**src/rtl/executer_mem_arbiter_if.sv**
```systemverilog
// Request/response bus between the executers, the memory arbiter and the memory port.
// slave = arbiter view; master = executer + memory environment view.
interface executer_mem_arbiter_if #(
    parameter int NUM_PORTS = 4,
    parameter int ADDR_W    = 32,
    parameter int DATA_W    = 16,
    parameter int WORDS     = 4
);
    logic [NUM_PORTS-1:0]                         up_req;
    logic [NUM_PORTS-1:0]                         up_write;
    logic [NUM_PORTS-1:0]                         up_stack;
    logic [NUM_PORTS-1:0]                         up_byte;
    logic [NUM_PORTS-1:0][2:0]                    up_size;
    logic [NUM_PORTS-1:0][ADDR_W-1:0]             up_addr;
    logic [NUM_PORTS-1:0][WORDS-1:0][DATA_W-1:0]  up_wdata;
    logic [NUM_PORTS-1:0]                         up_ack;
    logic [WORDS-1:0][DATA_W-1:0]                 up_rdata;

    logic                                         dn_req;
    logic                                         dn_write;
    logic                                         dn_stack;
    logic                                         dn_byte;
    logic [2:0]                                   dn_size;
    logic [ADDR_W-1:0]                            dn_addr;
    logic [WORDS-1:0][DATA_W-1:0]                 dn_wdata;
    logic                                         dn_ack;
    logic [WORDS-1:0][DATA_W-1:0]                 dn_rdata;

    modport slave (
        input  up_req, up_write, up_stack, up_byte, up_size, up_addr, up_wdata,
        output up_ack, up_rdata,
        output dn_req, dn_write, dn_stack, dn_byte, dn_size, dn_addr, dn_wdata,
        input  dn_ack, dn_rdata
    );

    modport master (
        output up_req, up_write, up_stack, up_byte, up_size, up_addr, up_wdata,
        input  up_ack, up_rdata,
        input  dn_req, dn_write, dn_stack, dn_byte, dn_size, dn_addr, dn_wdata,
        output dn_ack, dn_rdata
    );
endinterface

```
**src/rtl/executer_mem_arbiter.sv**
```systemverilog
// Round-robin arbiter forwarding one of four executer memory requests at a time to memory.
// Define MEM_ARB_FIXED_PRIORITY_EN for fixed priority (executer 0 always highest).
module executer_mem_arbiter #(
    parameter int NUM_PORTS = 4,
    parameter int ADDR_W    = 32,
    parameter int DATA_W    = 16,
    parameter int WORDS     = 4
) (
    input  logic                  main_clk,
    input  logic                  main_reset,
    executer_mem_arbiter_if.slave bus,
    output logic                  busy
);
    // NUM_PORTS is fixed at 4, so the pointer wraps naturally in two bits.
    localparam int PTR_W = 2;

    typedef enum logic [1:0] {ST_IDLE, ST_ISSUE, ST_RESP} state_t;

    state_t                       state_q, state_d;
    logic [PTR_W-1:0]             rr_ptr_q, rr_ptr_d;
    logic [PTR_W-1:0]             win_q, win_d;
    logic                         write_q, write_d;
    logic                         stack_q, stack_d;
    logic                         byte_q, byte_d;
    logic [2:0]                   size_q, size_d;
    logic [ADDR_W-1:0]            addr_q, addr_d;
    logic [WORDS-1:0][DATA_W-1:0] wdata_q, wdata_d;
    logic [WORDS-1:0][DATA_W-1:0] rdata_q, rdata_d;
    logic                         dn_req_q, dn_req_d;
    logic [NUM_PORTS-1:0]         ack_q, ack_d;
    logic                         busy_q, busy_d;

    logic                         grant_vld;
    logic [PTR_W-1:0]             grant_idx;
    logic [PTR_W-1:0]             cand;

    always_comb begin
        grant_vld = 1'b0;
        grant_idx = rr_ptr_q;
        cand      = rr_ptr_q;
        for (int i = 0; i < NUM_PORTS; i++) begin
            cand = rr_ptr_q + PTR_W'(i);
            if (!grant_vld && bus.up_req[cand]) begin
                grant_vld = 1'b1;
                grant_idx = cand;
            end
        end
    end

    always_comb begin
        state_d  = state_q;
        rr_ptr_d = rr_ptr_q;
        win_d    = win_q;
        write_d  = write_q;
        stack_d  = stack_q;
        byte_d   = byte_q;
        size_d   = size_q;
        addr_d   = addr_q;
        wdata_d  = wdata_q;
        rdata_d  = rdata_q;
        dn_req_d = dn_req_q;
        ack_d    = '0;
        busy_d   = busy_q;
        unique case (state_q)
            ST_IDLE: begin
                if (grant_vld) begin
                    state_d  = ST_ISSUE;
                    win_d    = grant_idx;
                    write_d  = bus.up_write[grant_idx];
                    stack_d  = bus.up_stack[grant_idx];
                    byte_d   = bus.up_byte[grant_idx];
                    size_d   = bus.up_size[grant_idx];
                    addr_d   = bus.up_addr[grant_idx];
                    wdata_d  = bus.up_wdata[grant_idx];
                    dn_req_d = 1'b1;
                    busy_d   = 1'b1;
                end
            end
            ST_ISSUE: begin
                if (bus.dn_ack) begin
                    // Writes keep the previous read data visible to the executers.
                    if (!write_q) begin
                        rdata_d = bus.dn_rdata;
                    end
`ifdef MEM_ARB_FIXED_PRIORITY_EN
                    rr_ptr_d = '0;
`else
                    rr_ptr_d = win_q + PTR_W'(1);
`endif
                    ack_d[win_q] = 1'b1;
                    dn_req_d     = 1'b0;
                    state_d      = ST_RESP;
                end
            end
            ST_RESP: begin
                state_d = ST_IDLE;
                busy_d  = 1'b0;
            end
            default: begin
                state_d  = ST_IDLE;
                dn_req_d = 1'b0;
                busy_d   = 1'b0;
            end
        endcase
    end

    always_ff @(posedge main_clk or posedge main_reset) begin
        if (main_reset) begin
            state_q  <= ST_IDLE;
            rr_ptr_q <= '0;
            win_q    <= '0;
            write_q  <= 1'b0;
            stack_q  <= 1'b0;
            byte_q   <= 1'b0;
            size_q   <= '0;
            addr_q   <= '0;
            wdata_q  <= '0;
            rdata_q  <= '0;
            dn_req_q <= 1'b0;
            ack_q    <= '0;
            busy_q   <= 1'b0;
        end else begin
            state_q  <= state_d;
            rr_ptr_q <= rr_ptr_d;
            win_q    <= win_d;
            write_q  <= write_d;
            stack_q  <= stack_d;
            byte_q   <= byte_d;
            size_q   <= size_d;
            addr_q   <= addr_d;
            wdata_q  <= wdata_d;
            rdata_q  <= rdata_d;
            dn_req_q <= dn_req_d;
            ack_q    <= ack_d;
            busy_q   <= busy_d;
        end
    end

    assign bus.dn_req   = dn_req_q;
    assign bus.dn_write = write_q;
    assign bus.dn_stack = stack_q;
    assign bus.dn_byte  = byte_q;
    assign bus.dn_size  = size_q;
    assign bus.dn_addr  = addr_q;
    assign bus.dn_wdata = wdata_q;
    assign bus.up_ack   = ack_q;
    assign bus.up_rdata = rdata_q;
    assign busy         = busy_q;

`ifndef SYNTHESIS
    always @(posedge main_clk) begin
        if (!main_reset) begin
            assert ($onehot0(ack_q)) else $error("up_ack has more than one bit set");
            assert (!(bus.dn_ack && state_q != ST_ISSUE))
                else $warning("dn_ack outside ISSUE ignored");
        end
    end
`endif
endmodule

```
**src/flat_wrapper.sv**
```systemverilog
// flat-port wrapper written by rule: the top's interface ports become plain ports
module executer_mem_arbiter_flat 
#(
    parameter int NUM_PORTS = 4,
    parameter int ADDR_W    = 32,
    parameter int DATA_W    = 16,
    parameter int WORDS     = 4
)
  (main_clk, main_reset, busy, bus_up_req, bus_up_write, bus_up_stack, bus_up_byte, bus_up_size, bus_up_addr, bus_up_wdata, bus_up_ack, bus_up_rdata, bus_dn_req, bus_dn_write, bus_dn_stack, bus_dn_byte, bus_dn_size, bus_dn_addr, bus_dn_wdata, bus_dn_ack, bus_dn_rdata);
  executer_mem_arbiter_if #(.NUM_PORTS(NUM_PORTS), .ADDR_W(ADDR_W), .DATA_W(DATA_W), .WORDS(WORDS)) bus_i ();
  input  logic main_clk;
  input  logic main_reset;
  output logic busy;
  input wire logic [$bits(bus_i.up_req)-1:0] bus_up_req;
  input wire logic [$bits(bus_i.up_write)-1:0] bus_up_write;
  input wire logic [$bits(bus_i.up_stack)-1:0] bus_up_stack;
  input wire logic [$bits(bus_i.up_byte)-1:0] bus_up_byte;
  input wire logic [$bits(bus_i.up_size)-1:0] bus_up_size;
  input wire logic [$bits(bus_i.up_addr)-1:0] bus_up_addr;
  input wire logic [$bits(bus_i.up_wdata)-1:0] bus_up_wdata;
  output wire logic [$bits(bus_i.up_ack)-1:0] bus_up_ack;
  output wire logic [$bits(bus_i.up_rdata)-1:0] bus_up_rdata;
  output wire logic [$bits(bus_i.dn_req)-1:0] bus_dn_req;
  output wire logic [$bits(bus_i.dn_write)-1:0] bus_dn_write;
  output wire logic [$bits(bus_i.dn_stack)-1:0] bus_dn_stack;
  output wire logic [$bits(bus_i.dn_byte)-1:0] bus_dn_byte;
  output wire logic [$bits(bus_i.dn_size)-1:0] bus_dn_size;
  output wire logic [$bits(bus_i.dn_addr)-1:0] bus_dn_addr;
  output wire logic [$bits(bus_i.dn_wdata)-1:0] bus_dn_wdata;
  input wire logic [$bits(bus_i.dn_ack)-1:0] bus_dn_ack;
  input wire logic [$bits(bus_i.dn_rdata)-1:0] bus_dn_rdata;
  assign bus_i.up_req = bus_up_req;
  assign bus_i.up_write = bus_up_write;
  assign bus_i.up_stack = bus_up_stack;
  assign bus_i.up_byte = bus_up_byte;
  assign bus_i.up_size = bus_up_size;
  assign bus_i.up_addr = bus_up_addr;
  assign bus_i.up_wdata = bus_up_wdata;
  assign bus_up_ack = bus_i.up_ack;
  assign bus_up_rdata = bus_i.up_rdata;
  assign bus_dn_req = bus_i.dn_req;
  assign bus_dn_write = bus_i.dn_write;
  assign bus_dn_stack = bus_i.dn_stack;
  assign bus_dn_byte = bus_i.dn_byte;
  assign bus_dn_size = bus_i.dn_size;
  assign bus_dn_addr = bus_i.dn_addr;
  assign bus_dn_wdata = bus_i.dn_wdata;
  assign bus_i.dn_ack = bus_dn_ack;
  assign bus_i.dn_rdata = bus_dn_rdata;
  executer_mem_arbiter #(.NUM_PORTS(NUM_PORTS), .ADDR_W(ADDR_W), .DATA_W(DATA_W), .WORDS(WORDS)) u_core (.main_clk(main_clk), .main_reset(main_reset), .bus(bus_i), .busy(busy));
endmodule
```
**config.mk**
```make
export PLATFORM = sky130hd
export DESIGN_NAME = executer_mem_arbiter_flat
export DESIGN_NICKNAME = d
export VERILOG_FILES = /design/src/rtl/executer_mem_arbiter_if.sv /design/src/rtl/executer_mem_arbiter.sv /design/src/flat_wrapper.sv
export SDC_FILE = /design/constraint.sdc
export NUM_CORES = 1
export LEC_CHECK = 0
export CAP_MARGIN = 10
export CORE_AREA = 2 2 252 254
export CTS_CLUSTER_DIAMETER = 80
export CTS_CLUSTER_SIZE = 12
export DETAILED_ROUTE_END_ITERATION = 8
export DIE_AREA = 0 0 254 256
export GPL_TIMING_DRIVEN = 0
export SLEW_MARGIN = 10
export SYNTH_ARGS = -nofsm -noshare
export SYNTH_HDL_FRONTEND = slang
export SYNTH_SLANG_ARGS = --single-unit
```
**constraint.sdc**
```tcl
create_clock -name main_clk -period 7.1 [get_ports main_clk]
set_input_delay 0.71 -clock main_clk [delete_from_list [all_inputs] [get_ports main_clk]]
set_output_delay 0.71 -clock main_clk [all_outputs]
set_load 0.03 [all_outputs]
```
# Word level (Yosys, flattened, before mapping)
# Index checks and enable logic that the tools add are counted.
# op_classes
order_cmp	7
reduce_logical	14
eq_ne	4
muxes	38
n_bitwise	3
n_addsub	4
# ops
op	n
64-bit binary-select mux with 2-bit select	1
32-bit binary-select mux with 2-bit select	1
64-bit 2-to-1 mux	1
32-bit 2-to-1 mux	1
2-bit by 3-bit less-than comparator with 1-bit output (second input constant)	6
1-bit binary-select mux with 2-bit select	7
1-bit 2-to-1 mux	14
2-bit 2-to-1 mux	5
4-bit 2-to-1 mux	2
2-bit AND reduction	4
3-bit binary-select mux with 2-bit select	1
3-bit AND reduction	2
2-bit by 1-bit adder with 2-bit output (second input constant)	2
2-bit adder (second input constant)	2
1-bit logical AND	4
2-bit one-hot mux with 2 select lines	1
1-bit logical NOT	3
3-bit 2-to-1 mux	1
1-bit inverter	3
1-bit one-hot mux with 3 select lines	1
1-bit demux with 2-bit select	1
2-bit by 1-bit == test with 1-bit output (second input constant)	1
2-bit == test (second input constant)	1
2-bit by 1-bit greater-or-equal comparator with 1-bit output (second input constant)	1
other kinds (4)	4
# word_totals
wordCells	89
reg_bits	178
inputBits	479
output_inout_bits	172

# Logic depth before layout (Yosys ltp)
# logic_depth
depth_word	14
depth_mapped	8
mapped_depth_nobuf	5

# Worst setup path before layout
# Ideal clock, no wire load.
# synth_timing
path_type	input -> register
start	input bus_up_req[0]
end	register u_core.addr_q[17], in the netlist u_core.bus.dn_addr[17]
n_path_buf	2
setup_slack_ps	4896
arrival_time_ps	2075
required_ps	6971
cell_stages	7
setup_time_ps	129
cell_sequence	nor2b_1 > or4_1 > a21o_1 > buf_6 > buf_4 > a211oi_2 > a211oi_1
# synth_via
elab_chain_cells	14
word_cells_on_any_way	24
classes_between	mux (17); reduce/logical (7)
# synth_lines
element	line_no	source
start, declared	flat_wrapper.sv:14	input wire logic [$bits(bus_i.up_req)-1:0] bus_up_req;
1-bit binary-select mux with 2-bit select	executer_mem_arbiter.sv:43	if (!grant_vld && bus.up_req[cand]) begin
1-bit 2-to-1 mux (implied by the code)	executer_mem_arbiter.sv:43	
1-bit 2-to-1 mux	executer_mem_arbiter.sv:43	
1-bit logical NOT	executer_mem_arbiter.sv:43	
1-bit logical AND	executer_mem_arbiter.sv:43	
1-bit 2-to-1 mux	executer_mem_arbiter.sv:43	
1-bit logical NOT	executer_mem_arbiter.sv:43	
1-bit logical AND	executer_mem_arbiter.sv:43	
1-bit 2-to-1 mux	executer_mem_arbiter.sv:43	
1-bit logical NOT	executer_mem_arbiter.sv:43	
1-bit logical AND	executer_mem_arbiter.sv:43	
2-bit 2-to-1 mux	executer_mem_arbiter.sv:43	
32-bit binary-select mux with 2-bit select	executer_mem_arbiter.sv:73	addr_d = bus.up_addr[grant_idx];
32-bit 2-to-1 mux (implied by the code)	executer_mem_arbiter.sv:73	
end signal, assigned	executer_mem_arbiter.sv:130	addr_q <= addr_d;
end, declared	executer_mem_arbiter.sv:26	logic [ADDR_W-1:0] addr_q, addr_d;
# Parallel ways exist; a longest one is shown, timed or not. The select of a mux whose other input is x is not followed.
# A chain may end at the register's enable or synchronous reset.

# Final worst setup path
# layout_timing
start	input bus_up_req[3]
end	register u_core.wdata_q, in the netlist u_core.bus.dn_wdata[27]
# layout_via
elab_chain_cells	14
word_cells_on_any_way	24
classes_between	mux (17); reduce/logical (7)
# layout_lines
element	line_no	source
1-bit binary-select mux with 2-bit select	executer_mem_arbiter.sv:43	
1-bit 2-to-1 mux (implied by the code)	executer_mem_arbiter.sv:43	
1-bit 2-to-1 mux	executer_mem_arbiter.sv:43	
1-bit logical NOT	executer_mem_arbiter.sv:43	
1-bit logical AND	executer_mem_arbiter.sv:43	
1-bit 2-to-1 mux	executer_mem_arbiter.sv:43	
1-bit logical NOT	executer_mem_arbiter.sv:43	
1-bit logical AND	executer_mem_arbiter.sv:43	
1-bit 2-to-1 mux	executer_mem_arbiter.sv:43	
1-bit logical NOT	executer_mem_arbiter.sv:43	
1-bit logical AND	executer_mem_arbiter.sv:43	
2-bit 2-to-1 mux	executer_mem_arbiter.sv:43	
64-bit binary-select mux with 2-bit select	executer_mem_arbiter.sv:74	wdata_d = bus.up_wdata[grant_idx];
64-bit 2-to-1 mux (implied by the code)	executer_mem_arbiter.sv:74	
end signal, assigned	executer_mem_arbiter.sv:131	wdata_q <= wdata_d;
end, declared	executer_mem_arbiter.sv:27	logic [WORDS-1:0][DATA_W-1:0] wdata_q, wdata_d;
# Parallel ways exist; a longest one is shown, timed or not. The select of a mux whose other input is x is not followed.

==> impl_metrics.ini <==
[global_routing]
grt_pass1_vias = 11600
grt_start_max_net_pins = 103
grt_pass1_wl_mm = 76.8
grt_antenna_before_repair = 4
grtUsageTotal = 0.164
overflow = 0

[synthesis]
synthMuxAreaShare = 0.176
synth_enable_flop_cells = 0
synth_common_cells = a211oi_1 (195), dfrtp_1 (178), nor2_1 (107)
ys_seq_area_frac = 0.447
syn_avg_cell_area_sq_um = 9.98
synthArstFlopShare = 1.00
synth_top_flop_cell = dfrtp_1
yosysMostFrequentCell = a211oi_1
synth-compound-area-share = 0.230
synth_top_area_frac = 0.447
yosys.area_share.xor_xnor = 0
ys_warn_count = 0
synth_top_family_by_area = compound AO/OA/AOI/OAI gates
netlist_instances = 998
synth_fa_ha_area_frac = 0.00502
synth_top_area_cell = dfrtp_1
synth-seq-cells = 178
synth_area_sq_um = 9960
yosys.area_share.simple = 0.0539
syn_nets = 1481
yosysUniqueCellTypes = 29
synth.area.top_cells = dfrtp_1 (45%), a211oi_1 (15%), mux2i_1 (10%)

[sta]
fin_skew_ns = 0.0133
period_needed_ns = 3.81
hold_viol = 0
relSlewSlack = 0.127
fin_crit_sh = 0.537
rsz0062_at_grt = false
finalSetupViolCount = 0
fmax_mhz = 263
drv_slew = 0
tightestPinTransition_ns = 1.31

[clock_tree]
post_cts_buffers = 0
clk_path_buf_depth = 2
insertion_delay_ns = 0.49
clk_transition_reported_paths_ns = 0.08
cts_resized = 0
clock_sinks = 178
h-tree-depth = 4
clock_tree.root_cell = clkbuf_16
cts_tree = done
cts_hold_buf = 0
numCtsBuffers = 17

[die]
die_w_um = 254
core_sq_um = 62400
dieArea_sq_um = 65000
die_h_um = 256
start_util = 0.160
pin_count = 651
fp-row-count = 92

[place]
io_buffers = 650
dp_hpwl_mm = 44.6
place_congestion = 0.939

[power_and_ir_drop]
power_leakage_nw = 7.28
p_per_area_nw_per_um2 = 386
max-vdd-ir-drop_v = 0.000158
power.total_mw = 7.01

[hold_path]
hp-class = flop to flop

[finish]
syn2layout_area_growth_pct = 82.3
drive_gt1_frac = 0.0940
nNetsFinal = 2151
final_util = 0.291

[drt]
final_antenna_net_count = 0
num_vias = 10800
totalWireLength_mm = 54.9
drtIter0Drc = 433
routedWlPerCell_um = 21.7
via_per_inst = 4.27
dr.pass1.iters = 6
drc = 0

[flow_run]
max-cap-violations = 0

[setup_path]
crit_arrival_ns = 4.16
startpoint_type = primary input
critical_path_required_ns = 7.45
critical_path_class = primary input to flop
crit_path_max_fanout = 10
critical_path.endpoint_type = flop

[outcome]
run_status = finished, final reports clean
state kept, by name, summed over array words and instances, names as in the netlist:
name,cells
u_core.win_q,2
u_core.bus.dn_addr,32
u_core.bus.dn_write,1
u_core.bus.dn_stack,1
u_core.bus.dn_byte,1
u_core.bus.dn_size,3
u_core.rr_ptr_q,2
u_core.bus.dn_wdata,64
u_core.state_q,2
u_core.bus.up_ack,4
u_core.busy,1
u_core.bus.up_rdata,64
u_core.bus.dn_req,1
final timing paths:
path	slack, ns	endpoint	start	cells past startpoint
setup / recovery	3.29	u_core.bus.dn_wdata[27]	bus_up_req[3]	8
hold / removal	0.51	u_core.rr_ptr_q[0]	u_core.win_q[0]	1
setup reg to reg	3.66	u_core.bus.dn_wdata[27]	u_core.rr_ptr_q[1]	7
hold reg to reg	0.51	u_core.rr_ptr_q[0]	u_core.win_q[0]	1
max in group asynchronous	5.41	u_core.bus.up_ack[3]	main_reset	3
min in group asynchronous	0.67	u_core.bus.up_rdata[43]	main_reset	2
final cells by class:
class                           count  area [sq um]
Fill cell                        6625         44200
Timing Repair Buffer              651          6530
Multi-Input combinational cell    617          4630
Sequential cell                   178          4450
Tap cell                          846          1060
Buffer                             97           478
Clock buffer                       17           425
Inverter                          106           405
Clock inverter                     15           163
Antenna cell                        2          5.00
cell usage in the layout (no fill, tap or decap), types with 2 or more instances in the layout:
cell type,n
a211oi_1,195
a211oi_2,10
a31oi_1,102
and2_1,4
and3_1,2
and3b_1,2
buf_2,27
buf_4,19
clkbuf_1,49
clkbuf_16,17
clkdlybuf4s50_1,650
clkinv_8,3
clkinvlp_4,2
dfrtp_1,178
diode_2,2
ha_1,4
inv_1,105
inv_6,2
inv_8,7
mux2_2,65
mux2i_1,102
nand2_1,2
nor2_1,107
nor2b_1,6
o21ai_0,5
o21bai_1,2
logic make-up (layout without fill, tap and decap cells):
group,after synthesis,count (layout)
multiplexers,167,167
adder cells (fa/ha/maj),4,4
flip-flops,178,178
other,0,2
buffers and inverters,203,886
AND/OR/NAND/NOR,128,128
AO/OA/AOI/OAI,318,318
layer usage:
| metal | GRT usage | vias up | share of wire |
|---|---|---|---|
| li1 | - | 4996 | - |
| met1 | 0.183 | 5192 | 0.40 |
| met2 | 0.286 | 522 | 0.48 |
| met3 | 0.0504 | 84 | 0.077 |
| met4 | 0.0704 | 0 | 0.040 |
| met5 | 0 | - | 0 |
critical path, cell delays in order:
cell	delay [ns]
clkdlybuf4s50_1	0.58
a21boi_0	0.12
o21bai_1	0.32
clkbuf_1	1.00
clkbuf_1	0.50
a31oi_1	0.41
a211oi_1	0.41
a211oi_1	0.09
report_power, final:
group | leakage [nW] | internal (mW) | switching (mW)
clock | 0.284 | 0.472 | 0.509
combinational | 4.96 | 1.74 | 2.49
sequential | 2.04 | 1.51 | 0.290
stage by stage:
step,setup slack (ns),hold WS [ns],TNS [ns],area (sq um),std cells
detailed placement,2.86,0.495,0,17600,2495
global route,3.23,0.522,0,18200,2528
global placement,-1.32,0.487,-224.40,17500,2494
CTS,3.42,0.509,0,18100,2527
floorplan,1.56,0.473,0,9960,998
finish,3.29,0.506,0,18200,2529
Note: power is estimated with default switching activity, not from simulation.
